$ cat config.mk
export PLATFORM = sky130hd
export DESIGN_NAME = timer_counter
export DESIGN_NICKNAME = d
export VERILOG_FILES = /design/src/rtl/timer_counter.sv
export SDC_FILE = /design/constraint.sdc
export NUM_CORES = 1
export LEC_CHECK = 0
export ABC_AREA = 0
export CAP_MARGIN = 10
export CORE_UTILIZATION = 40
export DETAILED_ROUTE_END_ITERATION = 6
export GPL_TIMING_DRIVEN = 0
export PLACE_DENSITY = 0.73
export RECOVER_POWER = 50
export SLEW_MARGIN = 5
export SYNTH_ARGS = -nofsm -noshare
export SYNTH_HDL_FRONTEND = slang
export SYNTH_SLANG_ARGS = --single-unit
$ cat constraint.sdc
create_clock -name clk -period 2.65 [get_ports clk]
set_clock_uncertainty 0.15 [all_clocks]
set_input_delay 0.53 -clock clk [delete_from_list [all_inputs] [get_ports clk]]
set_output_delay 0.53 -clock clk [all_outputs]
set_load 0.1 [all_outputs]
$ cat src/rtl/timer_counter.sv
// Memory-mapped down-counting timer with CTRL/PRESET/COUNT word registers,
// one-shot or auto-reload operation and a maskable level interrupt.
module timer_counter #(
    parameter int COUNT_W = 32
) (
    input  logic        clk,
    input  logic        reset,
    input  logic [1:0]  addr,
    input  logic        we,
    input  logic [31:0] din,
    output logic [31:0] dout,
    output logic        irq
);

    localparam logic [1:0] S_IDLE = 2'd0;
    localparam logic [1:0] S_LOAD = 2'd1;
    localparam logic [1:0] S_CNT  = 2'd2;
    localparam logic [1:0] S_INT  = 2'd3;

    localparam logic [1:0] A_CTRL   = 2'd0;
    localparam logic [1:0] A_PRESET = 2'd1;
    localparam logic [1:0] A_COUNT  = 2'd2;

    logic               en;
    logic [1:0]         mode;
    logic               im;
    logic [COUNT_W-1:0] preset;
    logic [COUNT_W-1:0] count;
    logic               irq_flag;
    logic [1:0]         state;

    logic wr_ctrl;
    logic wr_preset;

    assign wr_ctrl   = we && (addr == A_CTRL);
    assign wr_preset = we && (addr == A_PRESET);

    // FSM updates come first; the bus writes below are later non-blocking
    // assignments, so a same-edge CTRL write or flag clear overrides the FSM.
    always_ff @(posedge clk or posedge reset) begin
        if (reset) begin
            en       <= 1'b0;
            mode     <= 2'd0;
            im       <= 1'b0;
            preset   <= '0;
            count    <= '0;
            irq_flag <= 1'b0;
            state    <= S_IDLE;
        end else begin
            case (state)
                S_IDLE: begin
                    if (en) state <= S_LOAD;
                end
                S_LOAD: begin
                    count <= preset;
                    state <= S_CNT;
                end
                S_CNT: begin
                    if (!en) begin
                        state <= S_IDLE;
                    end else if (count > COUNT_W'(1)) begin
                        count <= count - COUNT_W'(1);
                    end else begin
                        count    <= '0;
                        irq_flag <= 1'b1;
                        state    <= S_INT;
                    end
                end
                default: begin
                    // Only MODE=1 reloads; the reserved encodings behave as one-shot.
                    if (mode == 2'd1) begin
                        irq_flag <= 1'b0;
                        state    <= S_LOAD;
                    end else begin
                        en    <= 1'b0;
                        state <= S_IDLE;
                    end
                end
            endcase

            if (wr_ctrl) begin
                en   <= din[0];
                mode <= din[2:1];
                im   <= din[3];
            end
            if (wr_preset) preset <= din[COUNT_W-1:0];
            if (wr_ctrl || wr_preset) irq_flag <= 1'b0;
        end
    end

    always_comb begin
        dout = 32'd0;
        case (addr)
            A_CTRL:   dout = {28'd0, im, mode, en};
            A_PRESET: dout = 32'(preset);
            A_COUNT:  dout = 32'(count);
            default:  dout = 32'd0;
        endcase
    end

    assign irq = im & irq_flag;

endmodule
# Yosys cells after proc, flatten, opt, wreduce, memory -nomap -nowiden
# Cells that the tools add are included.
word_totals:
  register_bits: 71
  in_bits: 37
  output_inout_bits: 33
  elab_cells: 53
op_classes:
  add_sub_neg: 1
  n_lt_le_gt_ge: 1
  n_eq_ne: 13
  muxes: 17
  bitwise: 1
  reduce_logical: 13
op_table:
  columns: ["cell", "n"]
  rows:
  - ["case mux 32 bit (3 select lines)", 1]
  - ["2-to-1 mux 32 bit", 2]
  - ["case mux 32 bit (2 select lines)", 1]
  - ["> comparator 32 x 1 -> 1 bit (second input constant)", 1]
  - ["subtractor 32 x 1 -> 32 bit (second input constant)", 1]
  - ["!= test 3 bit (second input constant)", 3]
  - ["2-to-1 mux 1 bit", 8]
  - ["== test 2 x 1 -> 1 bit (second input constant)", 3]
  - ["2-to-1 mux 2 bit", 3]
  - ["!= test 2 bit (second input constant)", 3]
  - ["case mux 2 bit (3 select lines)", 1]
  - ["AND reduction 2 bit", 3]
  - ["== test 2 bit (second input constant)", 2]
  - ["zero test 2 bit", 2]
  - ["!= test 2 x 1 -> 1 bit (second input constant)", 2]
  - ["AND reduction 4 bit", 1]
  - ["nonzero test 3 bit", 1]
  - ["OR reduction 3 bit", 1]
  - ["logical AND 1 bit", 2]
  - ["case mux 1 bit (2 select lines)", 1]
  - ["nonzero test 2 bit", 1]
  - ["OR reduction 2 bit", 1]
  - ["AND 1 bit", 1]
  - ["logical OR 1 bit", 1]

# Logic depth before layout (Yosys ltp)
# Gate-level depths: netlist (run 1).
logic_depth:
  word_depth: 5
  depth_mapped: 9

# Worst setup path before layout (run 1)
# No wires, ideal clock.
synth_timing:
  kind: "input to output"
  startpoint: "in addr[1]"
  endpoint: "out dout[2]"
  arrival_time_ns: 3.024
  path_slack_ns: -1.054
  path_stages: 3
  path_cell_list: "clkbuf_1 -> mux2i_1 -> o21ai_0"
synth_between:
  elab_chain_cells: 2
  word_cells_on_any_way: 4
synth_lines:
  columns: ["element", "line", "rtl"]
  rows:
  - ["start: declaration", "8", "input logic [1:0] addr,"]
  - ["== test 2 bit (tied with other cells)", "93", "case (addr)"]
  - ["case mux 32 bit (3 select lines) *", "93", null]
  - ["end: declaration", "11", "output logic [31:0] dout,"]
# Mark *: on every way between the ends. The rest lies on a longest branch, timed or not.

# Worst setup path after layout (run 1)
layout_timing:
  startpoint: "reg count[4]"
  endpoint: "reg count[25]"
layout_between:
  elab_chain_cells: 4
  word_cells_on_any_way: 5
layout_lines:
  columns: ["element", "line", "rtl"]
  rows:
  - ["start: declaration", "28", "logic [COUNT_W-1:0] count;"]
  - ["start signal: assignment", "55", "count <= preset;"]
  - ["start signal: assignment", "62", "count <= count - COUNT_W'(1);"]
  - ["subtractor 32 x 1 -> 32 bit or > comparator 32 x 1 -> 1 bit (tied branches)", "62, 61", null]
  - ["2-to-1 mux 32 bit *", "61", "end else if (count > COUNT_W'(1)) begin"]
  - ["2-to-1 mux 32 bit *", "59", "if (!en) begin"]
  - ["case mux 32 bit (2 select lines) *", "50", "case (state)"]
# Mark *: on every way between the ends. The rest lies on a longest branch, timed or not. The select of a mux whose other input is x is not followed.
# A chain may end at the register's enable or synchronous reset.

==> out/results.env, run 1 <==
MAPPEDNETLISTNETS=438
PLACE_HPWL_MM=8.555
MIN_CLOCK_PERIOD_POST_ROUTE_PS=2667
FINAL_CRITICAL_PATH_SETUP_SLACK_PS=-16.93
IO_BUFFERS=68
YS_SEQ_AREA_SHARE_PCT=43.84
FRACTION_OF_REGISTERS_WITH_ASYNC_SET_OR_RESET_AFTER_SYNTHESIS_PCT=100.0
FIN_NETS=529
LAYOUT_COMMONEST_CELL='sky130_fd_sc_hd__dfrtp_1'
PLACE.GP.CONGESTION=0.9088
STARTING_DENSITY_PCT=41.46
TOTAL_WIRELENGTH_OF_THE_DETAILED_ROUTED_DESIGN_MM=12.76
WORST-SETUP-PATH-TYPE='reg -> reg'
CTS_TREE='done'
MAX-SLEW-MARGIN-REL_PCT=7.861
GRT_FIRST_PASS_WIRELENGTH_MM=20.13
MAXCLOCKFREQUENCY_MHz=375.0
DIE_WIDTH_UM=102.7
LAYOUT-DRIVE-GT1-SHARE_PCT=34.41
CTSHTREEMAXLEVEL=3
SYNTH_AREA_PER_CELL_UM2=10.16
YOSYS.CELL_TYPES.COUNT=46
MIN_PERIOD_OVER_PERIOD_PCT=100.6
AVGROUTEDWIREPERCELL_UM=20.34
HOLD_CLASS='reg -> reg'
POWER_DENSITY_nW_PER_UM2=1078
TIMING_MAX_TRANSITION_VIOLATIONS_FINAL=0
RSZ0062_AT_GRT='yes'
CLK_TRANSITION_REPORTED_PATHS_PS=70
TRITONCTS.NUM_BUFFERS=9
PLACEDINSTANCEAREA_UM2=5076
ROUTED_VIA_DENSITY=6.172
MAX_CAP_VIOL_COUNT=0
DRT_FIRST_ITER_VIOLATIONS=376
PLACEMENT.SETUP.WORST_SLACK_PS=-1844
GRT_USAGE_PCT=25.67
IOPINCOUNT=70
YS.WARNINGS.COUNT=0
WORST-PATH-MAX-FANOUT=8
SYN_INST=399
ANTENNA_LEFT=0
WORSTSETUPSTARTPOINTTYPE='register'
GRT_START_MAX_NET_PINS=42
WORSTMARGINPINSLEW_PS=1375
LAYOUT_COMMON_CELLS='66 x sky130_fd_sc_hd__dfrtp_1, 35 x sky130_fd_sc_hd__mux2_2, 32 x sky130_fd_sc_hd__clkdlybuf4s50_1'
DIE_H_UM=102.7
TIMING.CRITICAL_PATH.TO_TYPE='register'
VIOLATIONS='setup timing'
GRT.OVERFLOW.TOTAL=0
WORSTSKEWPAIRLATENCY_PS=350
HOLDWS_PS=386.3
SETUP_VIOL=5
POST-ROUTE-CELL-AREA_UM2=5525
CRITPATHLAUNCH='count[4]$_DFFE_PP0P_'
OUTCOME='finished, violations left'
DRT_PRE_ANTENNA_ITERS=5
DETAILROUTE.VIA_COUNT=3870
SYNTHTOLAYOUTAREAGROWTH_PCT=36.34
PLACEABLECOREAREA_UM2=9774
SYNTHESIS.AREA_UM2=4053
VDD_DROP_MAX_mV=0.5116
CELLLEAKAGEPOWER_uW=0.002312
CP.ARRIVAL_PS=2760
HOLD_VIOLATIONS_FINAL=0
SYNTH-EDFF-COUNT=0
CLOCK_SINKS=71
POSTSYNTH.TOPFLOPCELL='sky130_fd_sc_hd__dfrtp_1'
HOLD_PATH.STARTPOINT='preset[31]$_DFFE_PP0P_'
NUMBER_OF_PLACEMENT_ROWS=36
N_ANTENNA_CELL=0
DIEAREA_UM2=10540
INITIAL_ANTENNA_VIOLATION_COUNT=0
REG2REG_FROM='count[4]$_DFFE_PP0P_'
DRC=0
CLOCK-ROOT-BUFFER='sky130_fd_sc_hd__clkbuf_8'
LARGEST_BUFFER_COUNT_ON_ANY_CLOCK_PATH=2
YS_FF_LATCH=71
VIA_COUNT_OF_THE_FIRST_GLOBAL_ROUTING_PASS=3702
WORSTPATHREQUIRED_PS=2740
## metrics by stage
step / total power [uW] / std cells / utilization, % / setup TNS, ps
CTS: 5799 / 625 / 55.33 / 0
finish: 5955 / 627 / 56.53 / -55.30
global placement: 4682 / 600 / 51.70 / -145700
global route: 6248 / 627 / 56.53 / -1271
floorplan: 3957 / 399 / - / -773.1
detailed placement: 4753 / 601 / 51.93 / -71160
## area by class of cell
class                   count  area (um^2)
clock buffers              11        131.4
fillers                   874         4249
inverters                  21        80.08
well taps                 133        166.4
flip-flops and latches     71         1783
multi-input cells         275         2297
repair buffers             84        845.8
plain buffers              28        173.9
clock inverters             4        47.55
## cell usage after synthesis (6+ instances only)
cell type	n	area (um^2)
sky130_fd_sc_hd__a21oi_1	7	35.03
sky130_fd_sc_hd__a221o_1	12	120.1
sky130_fd_sc_hd__a22o_1	43	376.6
sky130_fd_sc_hd__clkbuf_1	21	78.83
sky130_fd_sc_hd__dfrtp_1	71	1777
sky130_fd_sc_hd__inv_1	21	78.83
sky130_fd_sc_hd__mux2_2	35	394.1
sky130_fd_sc_hd__nand2_1	13	48.80
sky130_fd_sc_hd__nand2b_1	6	37.54
sky130_fd_sc_hd__nand3_1	7	35.03
sky130_fd_sc_hd__nor2_1	12	45.04
sky130_fd_sc_hd__nor3_1	18	90.09
sky130_fd_sc_hd__nor4_1	13	81.33
sky130_fd_sc_hd__o21ai_0	29	145.1
sky130_fd_sc_hd__o21ai_1	7	35.03
sky130_fd_sc_hd__o32ai_1	10	87.58
sky130_fd_sc_hd__or4_1	8	60.06
## logic make-up after synthesis
logic type | after synthesis | synth area share [%]
multiplexers | 39 | 10.71
buffers and inverters | 53 | 5.527
flip-flops | 71 | 43.84
AND/OR/NAND/NOR | 112 | 16.18
AO/OA/AOI/OAI | 122 | 23.12
adder cells (fa/ha/maj) | 2 | 0.6174
## power breakdown
group	internal (uW)	leakage, uW	switching [uW]
logic	1230	0.00136	1970
registers	1440	0.000860	483
clock network	427	0.0000892	411
## sequential cells by signal (all words and copies together) (netlist names)
register	count
count	32
preset	32
mode	2
state	2
en	1
im	1
irq_flag	1
## per-layer routing
metal	wire length [um]	global-route usage, %	up-vias
met2	5741	39.13	210
met1	5440	35.09	1909
met3	1166	5.831	32
li1	-	-	1719
met4	408	10.88	0
met5	0	0	-
## worst max-delay path, stage by stage (launching register included)
cell                        delay (ps)
sky130_fd_sc_hd__dfrtp_1           480
sky130_fd_sc_hd__or3_4             450
sky130_fd_sc_hd__or3_4             430
sky130_fd_sc_hd__o31ai_4           270
sky130_fd_sc_hd__buf_6             180
sky130_fd_sc_hd__bufbuf_16         270
sky130_fd_sc_hd__o32ai_1            80
sky130_fd_sc_hd__a22o_1            240
## what timing repair did
action,in CTS,in global routing
cloned,1,0
setup endpoints to repair,74,58
buffers inserted,11,3
pin swaps,4,12
resized for setup,227,39
hold buffers,0,0
endpoints found under the hold margin,0,0
## path summary, 6_finish.rpt
| path | end | slack, ps | cells after the start |
|---|---|---|---|
| setup reg to reg | count[25]$_DFFE_PP0P_ | -20 | 7 |
| min in group asynchronous | mode[0]$_DFFE_PP0P_ | 780 | 2 |
| hold / removal | preset[31]$_DFFE_PP0P_ | 390 | 1 |
| setup / recovery | count[25]$_DFFE_PP0P_ | -20 | 7 |
| hold reg to reg | preset[31]$_DFFE_PP0P_ | 390 | 1 |
| max in group asynchronous | count[11]$_DFFE_PP0P_ | 310 | 3 |
Note: power is estimated with default switching activity, not from simulation.
==> inputs of run 2 (changes only) <==
Clock period 2.65 ns to 2.4 ns, I/O delays scaled along.
==> run 2 against run 1 <==
Against the previous run: the run still ends with setup timing left; combinational power is 30% higher; sequential share of layout area is 3.3 points lower; register-to-register slack worse by 200 ps; die area stayed put; non-clock buffer count is 15 higher; power is 29% higher; via count is 2.4% higher; critical endpoint is now count[20]$_DFFE_PP0P_; highest routed layer unchanged.
==> out/results.env, run 2 (synthesis gave the netlist of run 1 again) <==
OUTCOME='finished, violations left'
VIOLATIONS='setup timing'
PLACEABLECOREAREA_UM2=9774  # unchanged
CTS-HOLD-FIX-BUFFERS=0  # unchanged
SEQ_AREA_UM2=1784  # about the same
CTS_TREE='done'
NUMBER_OF_PLACEMENT_ROWS=36  # unchanged
MAX-SLEW-MARGIN-REL_PCT=36.94  # +29 points
MAX_CAP_VIOL_COUNT=0  # unchanged
LAYOUT-DRIVE-GT1-SHARE_PCT=45.69  # +11 points
WORST-R2R-SETUP-SLACK_PS=-210  # -200 ps
LARGESTREGISTERS='count: 32 flops, preset: 32 flops'
ROUTED_VIA_DENSITY=6.165  # -0.12%
MULTI_INPUT_AREA_UM2=2576  # +12%
STARTING_DENSITY_PCT=41.46  # unchanged
WORSTPATHREQUIRED_PS=2560  # -180 ps
TIMING.CRITICAL_PATH.TO_TYPE='register'
LAYOUT_COMMON_CELLS='65 x sky130_fd_sc_hd__dfrtp_1, 35 x sky130_fd_sc_hd__buf_6, 35 x sky130_fd_sc_hd__mux2_2'
CLOCK-ROOT-BUFFER='sky130_fd_sc_hd__clkbuf_8'
VIA_COUNT_OF_THE_FIRST_GLOBAL_ROUTING_PASS=3991  # +7.8%
REG2REG_FROM='count[14]$_DFFE_PP0P_'
PWR-SHARE-SEQ_PCT=28.7  # -3.6 points
REG2REG_TO='count[20]$_DFFE_PP0P_'
SETUP_TNS_PS=-6436  # -6381 ps
CP.ARRIVAL_PS=2780  # +20 ps
DIE_WIDTH_UM=102.7  # unchanged
P_INT_uW=4101  # +33%
GRT.OVERFLOW.TOTAL=0  # unchanged
PLACE.GP.CONGESTION=0.9040  # -0.53%
MIN_PERIOD_OVER_PERIOD_PCT=108.9  # +8.3 points
DIE_H_UM=102.7  # unchanged
LARGEST_BUFFER_COUNT_ON_ANY_CLOCK_PATH=2  # unchanged
SETUP_VIOL=62  # +57
TIMING.CRITICAL_PATH.SLOWEST_STAGE_CELL='sky130_fd_sc_hd__or4_4'
P_TOTAL_uW=7660  # +29%
WORSTMARGINPINSLEW_PS=949.6  # -424.9 ps
PLACE_HPWL_MM=8.711  # +1.8%
FINAL_CRITICAL_PATH_SETUP_SLACK_PS=-214.3  # -197.4 ps
FIN_NETS=544  # +2.8%
FILL_CELL_INSTANCE_COUNT_OF_THE_FINAL_LAYOUT=781  # -11%
CLOCK_SINKS=71  # unchanged
POWER.SHARE.SWITCHING_PCT=46.46  # -1.6 points
DRT_FIRST_ITER_VIOLATIONS=345  # -8.2%
WORST-PATH-MAX-FANOUT=5  # -3
DETAILROUTE.VIA_COUNT=3964  # +2.4%
WORSTSKEWPAIRLATENCY_PS=370  # +20 ps
CRITPATHMOSTFREQUENTCELL='sky130_fd_sc_hd__or4_4'
TRITONCTS.NUM_BUFFERS=9  # unchanged
VDD_DROP_MAX_mV=0.7123  # +39%
MIN_CLOCK_PERIOD_POST_ROUTE_PS=2614  # -52.62 ps
MAXCLOCKFREQUENCY_MHz=382.5  # +2.0%
LAYOUT_COMMONEST_CELL='sky130_fd_sc_hd__dfrtp_1'
CLOCK_POWER_SHARE_PCT=17.0  # +2.9 points
INITIAL_ANTENNA_VIOLATION_COUNT=0  # unchanged
MIN_TO='mode[0]$_DFFE_PP0P_'
ANTENNA_LEFT=0  # unchanged
HOLDWS_PS=384.0  # -2.267 ps
WORST-SETUP-PATH-TYPE='reg -> reg'
WORSTSETUPSTARTPOINTTYPE='register'
GRT_START_MAX_NET_PINS=38  # -9.5%
SYNTHTOLAYOUTAREAGROWTH_PCT=51.78
HOLD_PATH.STARTPOINT='mode[0]$_DFFE_PP0P_'
PATH_CELLS='or4_4 > buf_4 > or4_4 > or4_1 > o22ai_1 > a22o_1'
POWER_DENSITY_nW_PER_UM2=1245  # +16%
CTSHTREEMAXLEVEL=3  # unchanged
TOTAL_SWITCHING_POWER_uW=3559  # +24%
CLK_TRANSITION_REPORTED_PATHS_PS=80  # about the same
HOLDPATHSTAGES=1  # unchanged
POWER_FRAC_COMB_PCT=54.3  # +0.7 points
GRT_FIRST_PASS_WIRELENGTH_MM=21.74  # +8.0%
HOLD_VIOLATIONS_FINAL=0  # unchanged
N_ANTENNA_CELL=0  # unchanged
DRC=0  # unchanged
IOPINCOUNT=70  # unchanged
CRITPATHMAXSTAGEDELAY_PS=570  # +90 ps
TOTAL_WIRELENGTH_OF_THE_DETAILED_ROUTED_DESIGN_MM=13.84  # +8.5%
AVGROUTEDWIREPERCELL_UM=21.53  # +5.8%
IO_BUFFERS=68  # unchanged
TIMING_MAX_TRANSITION_VIOLATIONS_FINAL=0  # unchanged
DIEAREA_UM2=10540  # unchanged
DRT_PRE_ANTENNA_ITERS=5  # unchanged
GRT_USAGE_PCT=28.09  # +2.4 points
HOLD_CLASS='reg -> reg'
RSZ0062_AT_GRT='yes'
R2R_CELLS=6  # -1
CELLLEAKAGEPOWER_uW=0.002559  # +11%
run 2: how the worst max path moves through the flow:
stage                          start               endpoint  slack, ps  cells after the start
6_report       count[14]$_DFFE_PP0P_  count[20]$_DFFE_PP0P_       -210                      6
5_1_grt        count[25]$_DFFE_PP0P_  count[23]$_DFFE_PP0P_       -260                      8
4_1_cts        count[14]$_DFFE_PP0P_  count[23]$_DFFE_PP0P_       -180                      8
3_5_place_dp                 addr[0]               dout[30]      -1990                      6
3_3_place_gp                 addr[0]               dout[28]      -2020                      6
2_1_floorplan                addr[1]                dout[2]       -490                      6
run 2: cell type report:
class | count | area share, %
Clock buffer | 9 | 2.014
Multi-Input combinational cell | 275 | 41.88
Inverter | 21 | 1.343
Sequential cell | 71 | 29.01
Tap cell | 133 | 2.705
Buffer | 26 | 3.763
Timing Repair Buffer | 101 | 16.92
Clock inverter | 7 | 2.360
run 2: routing by layer:
layer / part of all wire, % / vias to the layer above / wire length (um) / track usage (%)
met1: 41 / 1930 / 5679 / 36.88
met5: 0 / - / 0 / 0
met3: 7.7 / 46 / 1069 / 5.017
met4: 4.2 / 0 / 577 / 15.93
met2: 47 / 225 / 6515 / 43.79
li1: - / 1763 / - / -
run 2: timing repair:
| item | 4_1_cts | 5_1_grt |
|---|---|---|
| gates resized for setup | 300 | 37 |
| setup endpoints to repair | 96 | 65 |
| pin swaps | 27 | 19 |
| gates cloned | 4 | 0 |
| buffers inserted | 27 | 4 |
run 2: metrics by stage:
stage	utilization [%]	instance area, um^2	setup WS (ps)	cells
after floorplan	-	4379	-493.7	399
after global placement	53.47	5226	-2018	600
after detailed placement	53.67	5246	-1991	601
after CTS	62.31	6091	-181.9	643
after global routing	62.93	6151	-257.2	643
final	62.93	6151	-214.3	643
run 2: power by group through the flow:
stage                     logic (uW)  clock network (uW)  registers, uW
final                           4160                1300           2200
after global routing            4360                1380           2250
after CTS                       3990                1310           2130
after detailed placement        3360                   0           2070
after global placement          3290                   0           2050
after floorplan                 2620                   0           1930
run 2: critical path: cells and delay by family, from the launching register on:
| kind | cells | cell delay, ps |
|---|---|---|
| buf+inv | 1 | 160 |
| flops | 1 | 410 |
| simple gates | 3 | 1560 |
| compound gates | 2 | 280 |
==> inputs of run 3 (changes only) <==
Settings changed: CTS_CLUSTER_SIZE set to 14.
==> results of run 3 <==
The final DEF is identical to that of run 2; final timing and power are the same.
==> RTL change 1 (config.mk and constraints of run 1) <==
Add an input register stage for `addr`, `we` and `din`, cleared by the reset; this delays them by one clock.
--- a/src/rtl/timer_counter.sv
+++ b/src/rtl/timer_counter.sv
@@ -22,4 +22,20 @@
     localparam logic [1:0] A_COUNT  = 2'd2;
 
+    logic [1:0] addr_q;
+    logic we_q;
+    logic [31:0] din_q;
+
+    always_ff @(posedge clk or posedge reset) begin
+        if (reset) begin
+            addr_q <= '0;
+            we_q   <= '0;
+            din_q  <= '0;
+        end else begin
+            addr_q <= addr;
+            we_q   <= we;
+            din_q  <= din;
+        end
+    end
+
     logic               en;
     logic [1:0]         mode;
@@ -33,6 +49,6 @@
     logic wr_preset;
 
-    assign wr_ctrl   = we && (addr == A_CTRL);
-    assign wr_preset = we && (addr == A_PRESET);
+    assign wr_ctrl   = we_q && (addr_q == A_CTRL);
+    assign wr_preset = we_q && (addr_q == A_PRESET);
 
     // FSM updates come first; the bus writes below are later non-blocking
@@ -80,9 +96,9 @@
 
             if (wr_ctrl) begin
-                en   <= din[0];
-                mode <= din[2:1];
-                im   <= din[3];
+                en   <= din_q[0];
+                mode <= din_q[2:1];
+                im   <= din_q[3];
             end
-            if (wr_preset) preset <= din[COUNT_W-1:0];
+            if (wr_preset) preset <= din_q[COUNT_W-1:0];
             if (wr_ctrl || wr_preset) irq_flag <= 1'b0;
         end
@@ -91,5 +107,5 @@
     always_comb begin
         dout = 32'd0;
-        case (addr)
+        case (addr_q)
             A_CTRL:   dout = {28'd0, im, mode, en};
             A_PRESET: dout = 32'(preset);
Formal check against the unedited RTL: not equivalent (a bounded check fails within 4 cycles, from zero or initial values and one cycle with reset high).
==> RTL change 1 against run 1 <==
  * The run ends with DRC, capacitance limit, slew limit left
  * Worst setup slack better by 0.042 ns
  * Synthesized cell count is 8.5% higher
  * Sequential power is 25% higher
  * Wire length is 12% higher
  * Die area is 18% higher
  * Final cell count is 7.5% higher
  * Design area is 13% higher
  * Synthesized area is 18% higher
  * Sequential cell count is 35 higher
  * Power is 9.3% higher
  * Sequential share of layout area is 10 points higher
  * Critical path depth is 1 higher
  * Highest routed layer unchanged
==> RTL change 1: results <==
run_status:
  status: "finished, violations left"
  violations: "DRC, capacitance limit, slew limit"
placement:
  port_buffers: 69
  pre_cts_ws_ns: -1.42
  place_inst: 647
  gp_congestion: 0.907
  dp_hpwl_mm: 9.54
worst_setup_path:
  slowest_delay_ns: 0.52
  critPathMaxFanout: 7
  crit_arrival_ns: 2.72
logic_synthesis:
  syn_inst: 433
  synth_area_leaders: "dfrtp_1, mux2_2, a22o_1"
  synthAdderAreaFrac: 0.00522
  synth_compound_area_frac: 0.187
  synth_cell_types: 45
  synth_nets: 472
  synthMuxAreaShare: 0.0905
  synth_common_cells: "dfrtp_1, mux2_2, a22o_1"
  seq_area_frac_synth: 0.553
cells_and_area:
  nNetsFinal: 565
  largestRegisters: "count (32), din_q (32), preset (32)"
  drive_gt1_frac: 0.292
drt:
  num_vias: 3954
  viasPerCell: 5.87
  drt_iter0_drc: 308
  drt_first_pass_iters: 7
  drc: 4
  wirelength_mm: 14.3
clock_network:
  root_buffer: "clkbuf_16"
sta:
  maxSlewViolCount: 37
run:
  maxCapViolCount: 1
grt:
  track_usage: 0.239
  grt_pass1_wl_mm: 22.1
power_and_ir_drop:
  peakVddDrop_uv: 496
## RTL change 1: changes by cell type after synthesis, moves of 9 or more
| cell | delta |
|---|---|
| o32ai_1 | -10 |
| o211ai_1 | +10 |
| o21ai_0 | -12 |
| nand2_1 | +14 |
| a22oi_1 | +12 |
| a22o_1 | -12 |
| nor2_1 | +15 |
| nand3_1 | +12 |
| a221o_1 | -10 |
| dfrtp_1 | +35 |
| nor3_1 | -10 |
| a21oi_1 | +9 |
## RTL change 1: repair_timing
action,in CTS,in global routing
gates cloned,0,1
buffers inserted,3,8
setup endpoints to repair,65,54
hold endpoints to repair,0,0
resized for setup,211,48
pin swaps,3,3
## RTL change 1: kinds of logic (layout without fill, tap and decap cells)
family | count (synthesis) | after routing
mux | 39 | 39
simple gates | 121 | 121
fa+ha+maj | 2 | 2
buf+inv | 42 | 140
compound gates | 123 | 123
flops | 106 | 106
## RTL change 1: stage by stage
stage / instance area (µm²) / hold WS [ns]
6_report: 6250 / 0.326
3_5_place_dp: 5750 / 0.313
5_1_grt: 6250 / 0.339
2_1_floorplan: 4840 / 0.296
3_3_place_gp: 5710 / 0.309
4_1_cts: 6050 / 0.330
## RTL change 1: area by class of cell
cell class | count | area, µm²
plain buffers | 26 | 158
clock buffers | 12 | 256
clock inverters | 4 | 48.8
fillers | 1032 | 5310
inverters | 15 | 57.6
multi-input cells | 285 | 2060
flip-flops and latches | 106 | 2660
well taps | 143 | 179
repair buffers | 83 | 828
## RTL change 1: report_power, final
| group | leakage (µW) | internal, µW | switching [µW] | total, µW |
|---|---|---|---|---|
| clock | 0.000153 | 784 | 590 | 1370 |
| sequential | 0.00125 | 2000 | 398 | 2400 |
| combinational | 0.00125 | 948 | 1790 | 2740 |
## RTL change 1: final timing paths
path / start / endpoint / slack (ns) / cells after the start
setup / recovery: count[10]$_DFFE_PP0P_ / count[9]$_DFFE_PP0P_ / 0.02 / 8
hold / removal: din_q[31]$_DFF_PP0_ / preset[31]$_DFFE_PP0P_ / 0.33 / 1
setup reg to reg: count[10]$_DFFE_PP0P_ / count[9]$_DFFE_PP0P_ / 0.02 / 8
hold reg to reg: din_q[31]$_DFF_PP0_ / preset[31]$_DFFE_PP0P_ / 0.33 / 1
max in group asynchronous: reset / addr_q[0]$_DFF_PP0_ / 0.35 / 4
min in group asynchronous: reset / count[8]$_DFFE_PP0P_ / 0.85 / 2
## RTL change 1: routing by layer
layer	vias to the layer above	wire, µm	GRT usage
met1	1970	6220	0.329
met2	164	6720	0.368
li1	1795	-	-
met5	-	0	0
met4	0	288	0.0874
met3	25	1030	0.0566
## RTL change 1: worst max-delay path: cells and delay by family (launching register included)
family / cells / cell delay (ns)
and+or+nand+nor: 4 / 1.14
buffers and inverters: 2 / 0.36
DFF: 1 / 0.43
AOI/OAI and AO/OA: 2 / 0.43
==> RTL change 2 (settings of run 1) <==
Made on the original files. The parameter `COUNT_W` goes from 32 to 24.
--- a/src/rtl/timer_counter.sv
+++ b/src/rtl/timer_counter.sv
@@ -2,5 +2,5 @@
 // one-shot or auto-reload operation and a maskable level interrupt.
 module timer_counter #(
-    parameter int COUNT_W = 32
+    parameter int COUNT_W = 24
 ) (
     input  logic        clk,
Function: changed (Yosys sat finds a counterexample within 4 cycles, from zero or initial values and one cycle with reset high).
==> RTL change 2 against run 1 <==
  * Largest cell class unchanged
  * Design area fell by 26%
  * Sequential cell count fell by 16
  * Wire length fell by 30%
  * Hold slack got worse by 0.0015 ns
  * Synthesized area fell by 22%
  * Sequential share of layout area rose by 1.7 points
  * Power fell by 30%
  * Worst setup slack improved by 0.075 ns
  * Clock power fell by 46%
  * Final cell count fell by 22%
  * Via count fell by 26%
  * Critical endpoint is now dout[12]
  * Highest routed layer unchanged
==> RTL change 2: results <==
clock_network:
  clk_latency_ns: 0.31
  cts_htree_levels: 2
  clk_path_buf_depth: 2
  clk_pin_slew_ns: 0.09
  cts_buffers: 5
  root_buffer: "clkbuf_8"
grt:
  grt_pass1_wl_mm: 14.4
  track_usage: 0.222
  grtUsageMet3: 0.0438
  antenna_found_initial: 0
  met2_usage: 0.342
  grt_max_degree: 32
  use_met1: 0.299
cells_and_area:
  drive_gt1_frac: 0.318
  nNetsFinal: 425
  diodes: 0
  largestRegisters: "count (24), preset (24)"
drt:
  num_vias: 2856
  wirelength_mm: 8.88
  drt_first_pass_iters: 5
  drt_iter0_drc: 165
logic_synthesis:
  yosysWarnings: 0
  synth_common_cells: "dfrtp_1, a22o_1, mux2_2"
  synth_cell_types: 51
  synth_area_leaders: "dfrtp_1, mux2_2, a22o_1"
  seq_area_frac_synth: 0.436
  async_flop_share: 1.00
worst_setup_path:
  slowest_stage: "clkdlybuf4s15_2"
  crit_arrival_ns: 1.91
  critPathMaxFanout: 10
  cp_top_family: "buffers and inverters"
  slowest_delay_ns: 0.29
run_status:
  status: "finished clean"
sta:
  relSlewSlack: 0.335
placement:
  gp_congestion: 0.924
  dp_hpwl_mm: 6.30
  port_buffers: 52
worst_hold_path:
  hold_class: "reg -> reg"
power_and_ir_drop:
  power.leakage_uw: 0.00174
  peakVddDrop_uv: 441
==> RTL change 2: power by group <==
| group | switching (µW) | internal [µW] |
|---|---|---|
| sequential | 342 | 1120 |
| combinational | 1470 | 791 |
| clock | 265 | 186 |
==> RTL change 2: final timing paths <==
path	from	end	slack, ns	cells after the start
max	addr[0]	dout[12]	0.06	6
min	im$_DFFE_PP0P_	im$_DFFE_PP0P_	0.38	1
max reg2reg	count[10]$_DFFE_PP0P_	count[2]$_DFFE_PP0P_	0.08	8
min reg2reg	im$_DFFE_PP0P_	im$_DFFE_PP0P_	0.38	1
max in group asynchronous	reset	count[6]$_DFFE_PP0P_	0.91	3
min in group asynchronous	reset	im$_DFFE_PP0P_	0.74	2
==> RTL change 2: per-layer routing <==
metal	vias to the layer above	wire length (µm)
li1	1323	-
met1	1377	3930
met2	128	4110
met3	28	556
met4	0	280
met5	-	0
==> RTL change 2: layout make-up <==
type                            count  area [µm²]
Tap cell                          102         128
Sequential cell                    55        1380
Timing Repair Buffer               56         571
Multi-Input combinational cell    227        1690
Inverter                           11        41.3
Clock inverter                      1        5.00
Clock buffer                        7        76.3
Fill cell                         723        3620
Buffer                             30         178
==> RTL change 2: what timing repair did <==
action | CTS | global route
setup endpoints to repair | 69 | 45
setup buffers | 1 | 2
hold endpoints to repair | 0 | 0
pin swaps | 1 | 1
gates resized for setup | 165 | 29
==> RTL change 2: cells by family (layout without fill, tap and decap cells) <==
kind of cell | after synthesis | count (layout) | share of synthesized area
adder cells (fa/ha/maj) | 2 | 2 | 0.00793
multiplexers | 33 | 33 | 0.115
buffers and inverters | 41 | 105 | 0.0615
XOR/XNOR | 1 | 1 | 0.00278
other | 1 | 8 | 0.00119
AND/OR/NAND/NOR | 84 | 84 | 0.137
AO/OA/AOI/OAI | 99 | 99 | 0.238
flip-flops | 55 | 55 | 0.436
==> RTL change 2: worst register-to-register path: cells and delay by family, from the launching register on <==
kind	cells	cell delay, ns
simple gates	2	0.78
compound gates	3	0.56
buf+inv	3	0.52
flops	1	0.45
==> RTL change 2: stage by stage <==
| stage | cells | area (µm²) | setup slack, ns | power [µW] |
|---|---|---|---|---|
| final | 489 | 4070 | 0.0581 | 4180 |
| after global routing | 489 | 4070 | 0.0000999 | 4430 |
| after CTS | 487 | 3960 | 0.0200 | 4070 |
| after detailed placement | 478 | 3890 | -1.64 | 3590 |
| after global placement | 477 | 3870 | -1.64 | 3530 |
| after floorplan | 323 | 3220 | 0.110 | 3020 |
